--- src/rtl/mssv_scroller_if.sv ---
// mssv_scroller_if: ring load/control inputs and window/led/wrap outputs of the scroller
interface mssv_scroller_if #(parameter int LEN = 16);
  logic [4*LEN-1:0] mssv;
  logic             load;
  logic             run;
  logic             dir;
  logic [3:0]       seg7, seg6, seg5, seg4, seg3, seg2, seg1, seg0;
  logic [7:0]       led;
  logic             wrap;
  modport master (output mssv, load, run, dir,
                  input  seg7, seg6, seg5, seg4, seg3, seg2, seg1, seg0, led, wrap);
  modport slave  (input  mssv, load, run, dir,
                  output seg7, seg6, seg5, seg4, seg3, seg2, seg1, seg0, led, wrap);
endinterface

--- src/rtl/mssv_scroller.sv ---
// mssv_scroller: scrolls an 8-digit window over a ring of nibbles; optional paused blink via MSSV_BLINK_EN
module mssv_scroller #(
  parameter int LEN        = 16,
  parameter int STEP_TICKS = 6000000
) (
  input  logic           clkinput,
  input  logic           rst_n,
  mssv_scroller_if.slave bus
);
  localparam int              PW     = $clog2(LEN);
  localparam int              CW     = $clog2(STEP_TICKS);
  localparam logic [PW-1:0]   P_LAST = PW'(LEN - 1);
  localparam logic [CW-1:0]   C_LAST = CW'(STEP_TICKS - 1);
  logic [3:0]    r_ring [LEN];
  logic [PW-1:0] r_ptr;
  logic [CW-1:0] r_cnt;
  logic          r_wrap_p;
  logic          r_wrap;
  logic [3:0]    r_seg [8];
  logic [7:0]    r_led;
  logic          w_tick;
  logic          w_step;
  logic          w_wrap;
  logic          w_blank;
  logic [PW-1:0] w_ptr_nxt;
  logic [PW:0]   w_sum [8];
  logic [PW-1:0] w_idx [8];
  logic [3:0]    w_win [8];
  assign w_tick    = r_cnt == C_LAST;
  assign w_step    = bus.run && w_tick;
  assign w_wrap    = bus.dir ? r_ptr == '0 : r_ptr == P_LAST;
  assign w_ptr_nxt = w_wrap ? (bus.dir ? P_LAST : '0) : (bus.dir ? r_ptr - 1'b1 : r_ptr + 1'b1);
  // window slot indices: ptr+7-K folded back into the ring by a single compare-and-subtract
  always_comb begin
    for (int k = 0; k < 8; k++) begin
      w_sum[k] = {1'b0, r_ptr} + (PW+1)'(7 - k);
      w_idx[k] = PW'(w_sum[k] >= (PW+1)'(LEN) ? w_sum[k] - (PW+1)'(LEN) : w_sum[k]);
      w_win[k] = r_ring[w_idx[k]];
    end
  end
  // ring, pointer and prescaler; load wins over a coincident step
  always_ff @(posedge clkinput or negedge rst_n) begin
    if (!rst_n) begin
      for (int i = 0; i < LEN; i++) r_ring[i] <= 4'hF;
      r_ptr <= '0;
      r_cnt <= '0;
    end else if (bus.load) begin
      for (int i = 0; i < LEN; i++) r_ring[i] <= bus.mssv[4*i +: 4];
      r_ptr <= '0;
      r_cnt <= '0;
    end else if (bus.run) begin
      r_cnt <= w_tick ? '0 : r_cnt + 1'b1;
      if (w_tick) r_ptr <= w_ptr_nxt;
    end
  end
`ifdef MSSV_BLINK_EN
  logic [CW-1:0] r_bcnt;
  logic          r_phase;
  logic          w_phase_nxt;
  assign w_phase_nxt = (bus.load || bus.run) ? 1'b0 : (r_bcnt == C_LAST) ? ~r_phase : r_phase;
  assign w_blank     = w_phase_nxt;
  // blink phase runs only while paused; its own counter keeps the scroll count untouched
  always_ff @(posedge clkinput or negedge rst_n) begin
    if (!rst_n) begin
      r_bcnt  <= '0;
      r_phase <= 1'b0;
    end else if (bus.load || bus.run) begin
      r_bcnt  <= '0;
      r_phase <= 1'b0;
    end else begin
      r_bcnt  <= r_bcnt == C_LAST ? '0 : r_bcnt + 1'b1;
      r_phase <= w_phase_nxt;
    end
  end
`else
  assign w_blank = 1'b0;
`endif
  // output stage: window, marker and wrap all move together one edge after the state
  always_ff @(posedge clkinput or negedge rst_n) begin
    if (!rst_n) begin
      for (int k = 0; k < 8; k++) r_seg[k] <= 4'hF;
      r_led    <= 8'h01;
      r_wrap_p <= 1'b0;
      r_wrap   <= 1'b0;
    end else begin
      for (int k = 0; k < 8; k++) r_seg[k] <= w_blank ? 4'hF : w_win[k];
      r_led    <= 8'h01 << r_ptr[2:0];
      r_wrap_p <= !bus.load && w_step && w_wrap;
      r_wrap   <= !bus.load && r_wrap_p;
    end
  end
  assign bus.seg7 = r_seg[7];
  assign bus.seg6 = r_seg[6];
  assign bus.seg5 = r_seg[5];
  assign bus.seg4 = r_seg[4];
  assign bus.seg3 = r_seg[3];
  assign bus.seg2 = r_seg[2];
  assign bus.seg1 = r_seg[1];
  assign bus.seg0 = r_seg[0];
  assign bus.led  = r_led;
  assign bus.wrap = r_wrap;
endmodule
--- src/flat_wrapper.sv ---
// flat-port wrapper written by rule: the top's interface ports become plain ports
module mssv_scroller_flat 
#(
  parameter int LEN        = 16,
  parameter int STEP_TICKS = 6000000
)
  (clkinput, rst_n, bus_mssv, bus_load, bus_run, bus_dir, bus_seg7, bus_seg6, bus_seg5, bus_seg4, bus_seg3, bus_seg2, bus_seg1, bus_seg0, bus_led, bus_wrap);
  mssv_scroller_if #(.LEN(LEN)) bus_i ();
  input  logic clkinput;
  input  logic rst_n;
  input wire logic [$bits(bus_i.mssv)-1:0] bus_mssv;
  input wire logic [$bits(bus_i.load)-1:0] bus_load;
  input wire logic [$bits(bus_i.run)-1:0] bus_run;
  input wire logic [$bits(bus_i.dir)-1:0] bus_dir;
  output wire logic [$bits(bus_i.seg7)-1:0] bus_seg7;
  output wire logic [$bits(bus_i.seg6)-1:0] bus_seg6;
  output wire logic [$bits(bus_i.seg5)-1:0] bus_seg5;
  output wire logic [$bits(bus_i.seg4)-1:0] bus_seg4;
  output wire logic [$bits(bus_i.seg3)-1:0] bus_seg3;
  output wire logic [$bits(bus_i.seg2)-1:0] bus_seg2;
  output wire logic [$bits(bus_i.seg1)-1:0] bus_seg1;
  output wire logic [$bits(bus_i.seg0)-1:0] bus_seg0;
  output wire logic [$bits(bus_i.led)-1:0] bus_led;
  output wire logic [$bits(bus_i.wrap)-1:0] bus_wrap;
  assign bus_i.mssv = bus_mssv;
  assign bus_i.load = bus_load;
  assign bus_i.run = bus_run;
  assign bus_i.dir = bus_dir;
  assign bus_seg7 = bus_i.seg7;
  assign bus_seg6 = bus_i.seg6;
  assign bus_seg5 = bus_i.seg5;
  assign bus_seg4 = bus_i.seg4;
  assign bus_seg3 = bus_i.seg3;
  assign bus_seg2 = bus_i.seg2;
  assign bus_seg1 = bus_i.seg1;
  assign bus_seg0 = bus_i.seg0;
  assign bus_led = bus_i.led;
  assign bus_wrap = bus_i.wrap;
  mssv_scroller #(.LEN(LEN), .STEP_TICKS(STEP_TICKS)) u_core (.clkinput(clkinput), .rst_n(rst_n), .bus(bus_i));
endmodule
--- config.mk ---
export PLATFORM = sky130hd
export DESIGN_NAME = mssv_scroller_flat
export DESIGN_NICKNAME = d
export VERILOG_FILES = /design/src/rtl/mssv_scroller_if.sv /design/src/rtl/mssv_scroller.sv /design/src/flat_wrapper.sv
export SDC_FILE = /design/constraint.sdc
export NUM_CORES = 1
export LEC_CHECK = 0
export CAP_MARGIN = 20
export CORE_MARGIN = 2
export CORE_UTILIZATION = 50
export CTS_CLUSTER_SIZE = 20
export DETAILED_ROUTE_END_ITERATION = 6
export GPL_ROUTABILITY_DRIVEN = 1
export PLACE_DENSITY = 0.83
export SYNTH_ARGS = -nofsm -noshare
export SYNTH_HDL_FRONTEND = slang
export SYNTH_SLANG_ARGS = --single-unit
export TNS_END_PERCENT = 1
--- constraint.sdc ---
create_clock -name clkinput -period 3.1 [get_ports clkinput]
set_clock_uncertainty 0.1 [all_clocks]
set_input_delay 0.62 -clock clkinput [delete_from_list [all_inputs] [get_ports clkinput]]
set_output_delay 0.62 -clock clkinput [all_outputs]
set_load 0.01 [all_outputs]
## After elaboration in Yosys (flattened, before gate mapping)

Index checks and enable logic that the tools add are counted.

| word-level totals | value |
|---|---|
| bits in registers | 133 |
| bits of input ports | 69 |
| output and inout port bits | 41 |
| logic and storage cells | 125 |

| operators by class | value |
|---|---|
| $add $sub $neg | 18 |
| magnitude comparators | 16 |
| equal/unequal tests | 2 |
| shifts and indexed selects | 1 |
| mux-type cells | 42 |
| bitwise gates (word level) | 8 |
| reductions and logical operators | 9 |

Operators by type and width:

| operator | number |
|---|---|
| binary-select mux 4 bit (select 4 bit) | 8 |
| 2-to-1 mux 4 bit | 30 |
| >= comparator 5 bit, second input constant | 15 |
| 2-to-1 mux 23 bit | 3 |
| inverter 4 -> 5 bit | 8 |
| subtractor 4 x 1 -> 4 bit, second input constant | 9 |
| adder 23 x 1 -> 23 bit, second input constant | 1 |
| == test 23 bit, second input constant | 1 |
| adder 4 x 3 -> 5 bit, second input constant | 4 |
| adder 4 x 2 -> 5 bit, second input constant | 2 |
| << shifter 1 x 3 -> 8 bit, first input constant | 1 |
| adder 4 x 1 -> 5 bit, second input constant | 1 |
| >= comparator 4 x 5 -> 1 bit, second input constant | 1 |
| adder 4 x 1 -> 4 bit, second input constant | 1 |
| == test 4 bit, second input constant | 1 |
| logical AND 1 bit | 4 |
| logical NOT 4 bit | 1 |
| nonzero test 2 bit | 2 |
| AND reduction 2 bit | 1 |
| logical NOT 1 bit | 1 |
| 2-to-1 mux 1 bit | 1 |

## Longest topological paths before layout

Gate-level depths: netlist of the first run.

| depth | value |
|---|---|
| word-level depth | 7 |
| mapped depth | 12 |
| gate-level depth less buffers | 6 |

## Worst setup path after synthesis of the first run

OpenSTA, ideal clock, no wires.

| timing path | value |
|---|---|
| path kind | input -> register |
| start | input u_core.r_ptr[1] |
| end | register u_core.r_seg (netlist bit u_core.bus.seg0[0]) |
| library setup time | 94 ps |
| arrival time | 2904 ps |
| data required time | 2906 ps |
| path slack | 2 ps |
| stages | 11 |
| buffers on the path | 6 |
| cell sequence | dfrtp_1 -> buf_2 -> buf_2 -> buf_2 -> inv_1 -> ha_1 -> buf_2 -> buf_4 -> buf_2 -> mux4_2 -> mux4_2 |

RTL lines:

| what | line | text |
|---|---|---|
| start: declaration | mssv_scroller.sv:15 | `logic [PW-1:0] r_ptr;` |
| end: declaration | mssv_scroller.sv:19 | `logic [3:0] r_seg [8];` |

==> results of run 1 <==
## power by group through the flow
| stage | sequential (W) | clock, W | combinational, W |
|---|---|---|---|
| 3_3_place_gp | 0.00259 | 0 | 0.00327 |
| 4_1_cts | 0.00258 | 0.00235 | 0.00342 |
| 3_5_place_dp | 0.00260 | 0 | 0.00339 |
| 5_1_grt | 0.00261 | 0.00243 | 0.00362 |
| 6_report | 0.00258 | 0.00232 | 0.00344 |
| 2_1_floorplan | 0.00262 | 0 | 0.00212 |
## worst max-delay path, cell delays in order (launching register included)
cell and delay [ns]:
dfrtp_1 0.34, inv_1 0.12, ha_1 0.34, buf_4 0.35
mux4_2 0.58, and2_1 0.18, a211oi_1 0.25, a31oi_1 0.12
## area by class of cell
type                            instances  area [um^2]  share of cell area (%)
Multi-Input combinational cell        346         4080                    42.0
Sequential cell                       133         3450                    35.6
Timing Repair Buffer                  126         1220                    12.6
Clock buffer                           21          492                    5.07
Tap cell                              188          235                    2.43
Clock inverter                         11          191                    1.97
Inverter                                7         26.3                   0.271
## metrics by stage
stage          instances  total power, W  area [um^2]
6_report             832         0.00834         9700
5_1_grt              832         0.00866         9700
4_1_cts              832         0.00835         9700
3_5_place_dp         800         0.00599         9010
3_3_place_gp         800         0.00586         9010
2_1_floorplan        519         0.00474         7730
## final timing paths
kind                                 endpoint  slack (ns)  depth (start not counted)
max                        u_core.bus.seg4[2]        0.58                          7
min                           u_core.r_cnt[8]        0.14                          1
max reg2reg                u_core.bus.seg4[2]        0.58                          7
min reg2reg                   u_core.bus.wrap        0.36                          1
max in group asynchronous   u_core.r_ring[57]        1.96                          2
min in group clkinput         u_core.bus.wrap        0.36                          1
## logic make-up after synthesis
| logic type | Yosys count | synth area share (%) |
|---|---|---|
| adder cells (fa/ha/maj) | 18 | 3.01 |
| XOR/XNOR | 25 | 2.83 |
| AO/OA/AOI/OAI | 33 | 2.90 |
| buffers and inverters | 40 | 2.70 |
| flip-flops | 133 | 44.6 |
| AND/OR/NAND/NOR | 112 | 7.56 |
| multiplexers | 158 | 36.4 |
## routing by layer
metal / vias to the layer above / track usage, %
met1: 2766 / 32.3
met5: - / 0
li1: 2247 / -
met3: 55 / 5.41
met4: 0 / 11.7
met2: 289 / 38.4
## cell usage after synthesis, drive strengths merged, types with 2 or more instances
| cell type | n |
|---|---|
| or2 | 2 |
| nor4 | 3 |
| nor3 | 5 |
| a22oi | 2 |
| a31o | 2 |
| xor2 | 14 |
| a21oi | 9 |
| or4b | 2 |
| mux4 | 92 |
| a31oi | 7 |
| nor2 | 25 |
| o21ai | 3 |
| dfrtp | 36 |
| and2 | 8 |
| nor2b | 5 |
| nand2 | 23 |
| inv | 7 |
| nand3 | 15 |
| and3 | 4 |
| dfstp | 97 |
| ha | 17 |
| xnor2 | 11 |
| nor3b | 2 |
| a211oi | 5 |
| mux2 | 66 |
| clkbuf | 11 |
| nand4 | 13 |
| or3 | 2 |
| buf | 22 |
==> results.md, run 1 <==
- Via density per instance: 6.44
- Worst setup EP type: register
- Unique masters post-synth: 45
- Fillers: 1048
- Syn nets: 606
- Total track usage: 24.3%
- Hold WS: 0.139 ns
- Leakage power: 3.65 nW
- Drt first pass iters: 5
- Layout cell share with drive strength beyond 1: 48.9%
- Period utilization: 81.3%
- Largest net degree at the start of global routing: 56
- CTS H-tree lvls: 4
- Core Region: 15100 um^2
- Area share of the largest cell type after synthesis: 33.0%
- Clk sinks: 133
- Fraction of registers with async set/reset: 100%
- Top area cells in the synthesized netlist: dfstp_2, mux4_2, dfrtp_1
- # rows: 45
- Max layer used: met4
- Worst Path Arrival: 2.72 ns
- F_max: 0.397 GHz
- Drt initial violations: 558
- Root buffer cell: clkbuf_16
- First-pass GRT wire length: 29900 um
- Port bufs: 109
- Clk_lat worst skew: 0.43 ns
- Pwr dens: 860 nW/um^2
- CP Launch Type: register
- DRT met1 WL: 7370 um
- Critical path peak fanout: 22
- # setup viols final: 0
- Post-layout nets: 718
- Power Internal: 0.00577 W
- Slew HR: 48.0%
- Vias in the first global route: 5379
- Switching share of power: 30.8%
- Flop pwr share: 30.9%
- Mapped Area: 7730 um^2
- Most used DFF post-synth: dfstp_2
- Post-CTS setup repair buffer count: 0
- Clk network pwr share: 27.8%
- Reg2reg start: u_core.r_ptr[1]
- Worst slew pin tran: 0.772 ns
- EDFF count, synth: 0
- Maximum VDD drop: 0.613 mV
- CP required: 3.30 ns
- Final ANT Viol Nets: 0
- DRC: 0
- Status: complete, no violations
- Cts bufs inserted: 17
- Mean post-synth cell area: 14.9 um^2
- Largest register by flop count: u_core.r_ring
- Final hold vios: 0
- Commonest non-fill, non-tap cell in the layout: clkdlybuf4s50_1
- Diodes inserted: 0
- Crit Path Class: register to register
- Post-synthesis cell count: 519
- Hold Buf Count CTS: 0
- Slew Limit Fails: 0
- NetSw: 0.00257 W
- Worst setup margin: 0.580 ns
- Die Y: 128 um
- CTS max path bufs: 2
- Post-synth top area cell: dfstp_2
- Setup TNS: 0 ns
- Effective utilization at floorplan: 51.1%
- Post-layout util: 64.0%
- Most frequent cells in the layout: clkdlybuf4s50_1, dfstp_2, mux4_2
- Synth warn: 0
- Max_cap viols: 0
- DIE WIDTH: 128 um
- Die ar.: 16500 um^2
- Total congestion overflow: 0
- Seq/Total Area, Yosys: 44.6%
- Critical Path Source: u_core.r_ptr[1]
- Mean routed wirelength per cell: 23.0 um
- Combinational power share: 41.3%
- Post-placement setup slack: 0.353 ns
- Drt total wl: 19100 um
- Max reg flops: 64
- Hold WC Path Type: input pin to asynchronous set/reset pin
- Total I/O pin count: 110
- Final Critical Period: 2.52 ns
- Reg clk slew, reported paths: 0.06 ns
- Met2 WL: 9640 um
- Met3 WL post-DR: 1420 um
- P&R area growth vs syn: 25.4%
- Initial antenna violation count: 0
- CTS tree: built
- Final HPWL DP: 13400 um
- Via count: 5357
- Post-synthesis register bit count: 133
- RSZ-0062 raised after global routing: false
- Resized Gates After CTS: 0
- Global placement routability congestion: 0.897
Power figures use the tool's default switching activity.
==> run 2, diff against run 1 <==
- PLACE_DENSITY: 0.83 -> 0.8
- clock period: 3.1 -> 2.56 ns (I/O delays scaled with it)
==> results.md, run 2 (synthesis gave the netlist of run 1 again) <==
- Status: finished with violations
- Failing checks: hold timing
- Combinational power share: 41.7% (+0.4 points)
- Drt total wl: 18400 um (-3.9%)
- Layout cell share with drive strength beyond 1: 49.8% (+0.86 points)
- Clk sinks: 133 (unchanged)
- Via count: 5242 (-2.1%)
- Max reg flops: 64 (unchanged)
- RSZ-0062 raised after global routing: false
- NetSw: 0.00306 W (+19%)
- Total track usage: 23.9% (-0.44 points)
- Worst setup EP type: register
- Final ANT Viol Nets: 0 (unchanged)
- # setup viols final: 0 (unchanged)
- Fillers: 1043 (-0.48%)
- Flop pwr share: 31.7% (+0.8 points)
- Diodes inserted: 0 (unchanged)
- Hold Buf Count CTS: 0 (unchanged)
- F_max: 0.425 GHz (+7.0%)
- Drt initial violations: 566 (+1.4%)
- Vias in the first global route: 5430 (+0.95%)
- CP required: 2.79 ns (-0.51 ns)
- Hold WS: -0.0000528 ns (-0.139 ns)
- Pwr dens: 1030 nW/um^2 (+19%)
- Post-CTS setup repair buffer count: 0 (unchanged)
- Slew Limit Fails: 0 (unchanged)
- Multi-input gate area: 4090 um^2 (+0.31%)
- Commonest non-fill, non-tap cell in the layout: clkdlybuf4s50_1
- Largest net degree at the start of global routing: 74 (+32%)
- Cell area after layout: 9750 um^2 (+0.52%)
- Initial antenna violation count: 0 (unchanged)
- CP Cell Sequence: inv_4 > ha_4 > mux4_2 > mux4_2
- DRC: 0 (unchanged)
- Final Non-Filler Cells: 837 (+0.60%)
- Max_cap viols: 0 (unchanged)
- Via density per instance: 6.26 (-2.7%)
- Root buffer cell: clkbuf_16
- CTS H-tree lvls: 4 (unchanged)
- CP peak stage delay: 0.59 ns (about the same)
- First-pass GRT wire length: 29900 um (-0.18%)
- Final Critical Period: 2.36 ns (-0.164 ns)
- Effective utilization at floorplan: 51.1% (unchanged)
- Cts bufs inserted: 17 (unchanged)
- Worst slew pin tran: 0.775 ns (+0.00238 ns)
- Crit-path most repeated cell: mux4_2
- Maximum VDD drop: 0.614 mV (+0.15%)
- Resized Gates After CTS: 0 (unchanged)
- Mean routed wirelength per cell: 22.0 um (-4.5%)
- Slowest cell on crit path: mux4_2
- Final HPWL DP: 13100 um (-1.9%)
- WP buf/inv: 1 (-1)
- Worst Path Arrival: 2.58 ns (-0.14 ns)
- CTS tree: built
- Total I/O pin count: 110 (unchanged)
- Setup TNS: 0 ns (unchanged)
- Slew HR: 48.0% (-0.055 points)
- Hold WC Path Type: input pin to asynchronous set/reset pin
- Clk network pwr share: 26.6% (-1.2 points)
- Die Y: 128 um (unchanged)
- DIE WIDTH: 128 um (unchanged)
- Register area: 3450 um^2 (about the same)
- P&R area growth vs syn: 26.0%
- CP top delay family: multiplexers
- Final hold vios: 1 (+1)
- Leakage power: 3.67 nW (+0.47%)
- Port bufs: 109 (unchanged)
- Most frequent cells in the layout: clkdlybuf4s50_1, dfstp_2, mux4_2
- Period utilization: 92.0% (+11 points)
- Largest register by flop count: u_core.r_ring
- Critical path peak fanout: 26 (+18%)
- Crit Path Class: register to register
- CTS max path bufs: 2 (unchanged)
- Global placement routability congestion: 0.940 (+4.8%)
- Core Region: 15100 um^2 (unchanged)
- Power Internal: 0.00694 W (+20%)
- # rows: 45 (unchanged)
- Drt first pass iters: 4 (-1)
- Reg clk slew, reported paths: 0.06 ns (about the same)
- Total congestion overflow: 0 (unchanged)
- CP Launch Type: register
- Clk_lat worst skew: 0.42 ns (about the same)
- Switching share of power: 30.6% (-0.26 points)
- DP Cell Count: 805 (+0.63%)
- Die ar.: 16500 um^2 (unchanged)
- Placed Area: 9090 um^2 (+0.90%)
- Post-layout nets: 723 (+0.70%)
## run 2: changes by cell type in the layout (fill, tap and decap cells not counted), sizes merged
cell,delta
clkinv,+1
buf,+5
bufinv,-1
## run 2: area by class of cell
cell class	count	share of cell area [%]
clock buffers	21	4.94
multi-input cells	346	41.9
repair buffers	131	13.2
well taps	188	2.41
flip-flops and latches	133	35.4
inverters	7	0.321
clock inverters	11	1.75
## run 2: path summary, 6_finish.rpt
path | depth (start not counted) | from | slack, ns | to
setup / recovery | 4 | u_core.r_ptr[0] | 0.20 | u_core.bus.seg6[2]
hold / removal | 2 | rst_n | -0.00005 | u_core.r_cnt[22]
setup reg to reg | 4 | u_core.r_ptr[0] | 0.20 | u_core.bus.seg6[2]
hold reg to reg | 1 | u_core.r_wrap_p | 0.37 | u_core.bus.wrap
max in group asynchronous | 2 | rst_n | 1.97 | u_core.bus.seg5[1]
min in group clkinput | 1 | u_core.r_wrap_p | 0.37 | u_core.bus.wrap
## run 2: power by group through the flow
stage	clock network, W	registers (W)	logic [W]
4_1_cts	0.00271	0.00316	0.00419
6_report	0.00266	0.00317	0.00417
3_5_place_dp	0	0.00318	0.00414
2_1_floorplan	0	0.00318	0.00265
5_1_grt	0.00281	0.00321	0.00442
3_3_place_gp	0	0.00318	0.00402
## run 2: stage by stage
stage / utilization [%] / total power, W / setup slack (ns)
2_1_floorplan: - / 0.00583 / -0.000212
3_3_place_gp: 60.0 / 0.00720 / 0.213
3_5_place_dp: 60.0 / 0.00733 / 0.145
4_1_cts: 64.4 / 0.0101 / 0.174
5_1_grt: 64.4 / 0.0104 / 0.105
6_report: 64.4 / 0.00999 / 0.205
## run 2: routing by layer
layer,GRT usage (%),vias up,wire length [um]
met1,32.3,2705,7380
met3,6.32,40,1260
met4,10.5,0,685
met2,36.8,234,9060
met5,0,-,0
li1,-,2263,-
==> run 3, diff against run 2 <==
- ABC_AREA: not set -> 1
- CTS_CLUSTER_SIZE: 20 -> not set
==> results.md, run 3 <==
- Fillers: 1399 (+34%)
- Fraction of registers with async set/reset: 100% (unchanged)
- Top area cells in the synthesized netlist: dfstp_2, nand2_1, nand3_1
- Hold Startpoint: bus_load
- Final hold vios: 0 (-1)
- Worst Path Arrival: 2.49 ns (-0.09 ns)
- Diodes inserted: 0 (unchanged)
- Hold WC Path Type: input pin to register
- Flop pwr share: 29.0% (-2.7 points)
- Total congestion overflow: 0 (unchanged)
- Placed Area: 9560 um^2 (+5.1%)
- NetSw: 0.00384 W (+26%)
- Power Internal: 0.00636 W (-8.3%)
- Global placement routability congestion: 0.921 (-2.1%)
- Worst setup margin: 0.322 ns (+0.118 ns)
- Cell area after layout: 10200 um^2 (+4.9%)
- Slew HR: 50.9% (+2.9 points)
- Status: complete, no violations
- Largest register by flop count: u_core.r_ring
- CTS H-tree lvls: 4 (unchanged)
- Combinational power share: 44.3% (+2.6 points)
- Period utilization: 87.4% (-4.6 points)
- Mean post-synth cell area: 7.06 um^2 (-53%)
- Slew Limit Fails: 0 (unchanged)
- Setup TNS: 0 ns (unchanged)
- Clk sinks: 133 (unchanged)
- Die Y: 132 um (+3.0%)
- Multi-input gate area: 4080 um^2 (-0.28%)
- Via count: 8044 (+53%)
- # setup viols final: 0 (unchanged)
- DIE WIDTH: 132 um (+3.0%)
- Initial antenna violation count: 0 (unchanged)
- Most used DFF post-synth: dfstp_2
- Max_cap viols: 0 (unchanged)
- Post-placement setup slack: 0.287 ns (+0.142 ns)
- Post-layout util: 63.9% (-0.43 points)
- Die ar.: 17500 um^2 (+6.1%)
- Syn nets: 1251 (+110%)
- CP top delay family: adder cells
- Cts bufs inserted: 17 (unchanged)
- Synth warn: 0 (unchanged)
- Critical Path Source: u_core.r_ptr[1]
- Count leader, synth: nand2_1
- EDFF count, synth: 0 (unchanged)
- Clk_lat worst skew: 0.44 ns (+0.02 ns)
- Switching share of power: 37.7% (+7.1 points)
- WP buf/inv: 2 (+1)
- RSZ-0062 raised after global routing: false
- Clk network pwr share: 26.7% (about the same)
- Commonest non-fill, non-tap cell in the layout: nand2_1
- Drt first pass iters: 5 (+1)
- Total track usage: 27.9% (+4.0 points)
- Final HPWL DP: 17100 um (+30%)
- Port bufs: 109 (unchanged)
- Vias in the first global route: 7540 (+39%)
- Root buffer cell: clkbuf_16
- Total I/O pin count: 110 (unchanged)
- F_max: 0.447 GHz (+5.3%)
- CP required: 2.82 ns (+0.03 ns)
- Mapped Area: 8220 um^2 (+6.3%)
- Final ANT Viol Nets: 0 (unchanged)
- CP peak stage delay: 0.68 ns (+0.09 ns)
- Critical path peak fanout: 17 (-35%)
- Effective utilization at floorplan: 51.4% (+0.30 points)
- Maximum VDD drop: 0.612 mV (-0.40%)
- Layout cell share with drive strength beyond 1: 14.1% (-36 points)
- Post-CTS setup repair buffer count: 0 (unchanged)
- Leakage power: 4.70 nW (+28%)
- Unique masters post-synth: 36 (-20%)
- Via density per instance: 5.38 (-14%)
- Pwr dens: 997 nW/um^2 (-2.7%)
- CP Launch Type: register
- Area share of the largest cell type after synthesis: 31.0% (-1.9 points)
- Post-layout nets: 1352 (+87%)
- Max reg flops: 64 (unchanged)
- # rows: 46 (+2.2%)
- Seq/Total Area, Yosys: 42.0% (-2.6 points)
- Reg2reg start: u_core.r_ptr[1]
- First-pass GRT wire length: 38800 um (+30%)
- DRC: 0 (unchanged)
- CP Cell Sequence: inv_1 > ha_1 > inv_1 > nand3_1 > nand3_1 > and2_1
- Register area: 3450 um^2 (-0.11%)
- CTS max path bufs: 2 (unchanged)
- Worst slew pin tran: 0.729 ns (-0.0454 ns)
- Slowest cell on crit path: ha_1
- Most frequent cells in the layout: nand2_1, nand3_1, o21ai_0
- Commonest cells post-synth: nand2_1, nand3_1, o21ai_0, inv_1, dfstp_2
- Crit Path Class: register to register
- P&R area growth vs syn: 24.5%
- Worst setup EP type: register
- Post-synthesis cell count: 1164 (+120%)
- Final Critical Period: 2.24 ns (-0.118 ns)
- CTS tree: built
- Drt initial violations: 667 (+18%)
- Largest net degree at the start of global routing: 115 (+55%)
- Core Region: 16000 um^2 (+5.6%)
- Post-synth top area cell: dfstp_2
- Reg clk slew, reported paths: 0.06 ns (about the same)
- Resized Gates After CTS: 0 (unchanged)
- Mean routed wirelength per cell: 15.7 um (-28%)
- Drt total wl: 23500 um (+28%)
- Post-synthesis register bit count: 133 (unchanged)
-- run 3: cell count changes after synthesis, sizes merged, moves of 9 or more --
cell   before  now
xor2       14    5
mux2       66    0
o21ai       3  128
nor2       25   56
buf        22   38
nand3      15  194
inv         7  110
mux4       92    0
nand2      23  406
and2        8   26
-- run 3: layout make-up --
type	count	share of cell area [%]
clock inverters	10	1.61
repair buffers	137	13.2
well taps	216	2.64
clock buffers	22	4.86
inverters	112	4.11
flip-flops and latches	133	33.7
multi-input cells	864	39.9
-- run 3: stage by stage --
| step | std cells | total power (W) | hold WS, ns |
|---|---|---|---|
| floorplan | 1164 | 0.00579 | 0.116 |
| global placement | 1461 | 0.00735 | 0.359 |
| detailed placement | 1461 | 0.00741 | 0.355 |
| CTS | 1494 | 0.0102 | 0.233 |
| global route | 1494 | 0.0108 | 0.244 |
| finish | 1494 | 0.0102 | 0.237 |
-- run 3: worst paths after layout --
kind	end	slack, ns	depth (start not counted)
hold / removal	u_core.r_ring[60]	0.24	2
hold reg to reg	u_core.bus.wrap	0.37	2
max in group asynchronous	u_core.r_ring[50]	1.19	3
min in group asynchronous	u_core.bus.wrap	0.47	2
setup / recovery	u_core.bus.seg1[1]	0.32	6
setup reg to reg	u_core.bus.seg1[1]	0.32	6
-- run 3: what timing repair did --
action | 4_1_cts | 5_1_grt
endpoints found under the hold margin | 1 | 0
setup endpoints to repair | 0 | 0
hold buffers | 1 | 0
-- run 3: cells by family after synthesis --
kind of cell	Yosys count	synth area share, %
buf+inv	167	8.42
flops	133	42.0
compound gates	137	8.60
simple gates	698	36.5
fa+ha+maj	18	2.83
xor+xnor	11	1.67
-- run 3: worst register-to-register path, stage by stage, from the launching register on --
cell     delay (ns)
dfrtp_1        0.37
inv_1          0.20
ha_1           0.68
inv_1          0.38
nand3_1        0.19
nand3_1        0.08
and2_1         0.17
-- run 3: power by group through the flow --
stage          registers, W  logic, W  clock network [W]
4_1_cts             0.00296   0.00446            0.00275
2_1_floorplan       0.00310   0.00269                  0
3_3_place_gp        0.00300   0.00435                  0
5_1_grt             0.00300   0.00496            0.00284
6_report            0.00296   0.00452            0.00272
3_5_place_dp        0.00299   0.00442                  0
-- run 3: routing by layer --
| metal | GRT usage (%) | part of all wire, % |
|---|---|---|
| met4 | 9.92 | 2.7 |
| met3 | 5.50 | 7.5 |
| met1 | 37.9 | 44 |
| met2 | 44.6 | 46 |
| met5 | 0 | 0 |
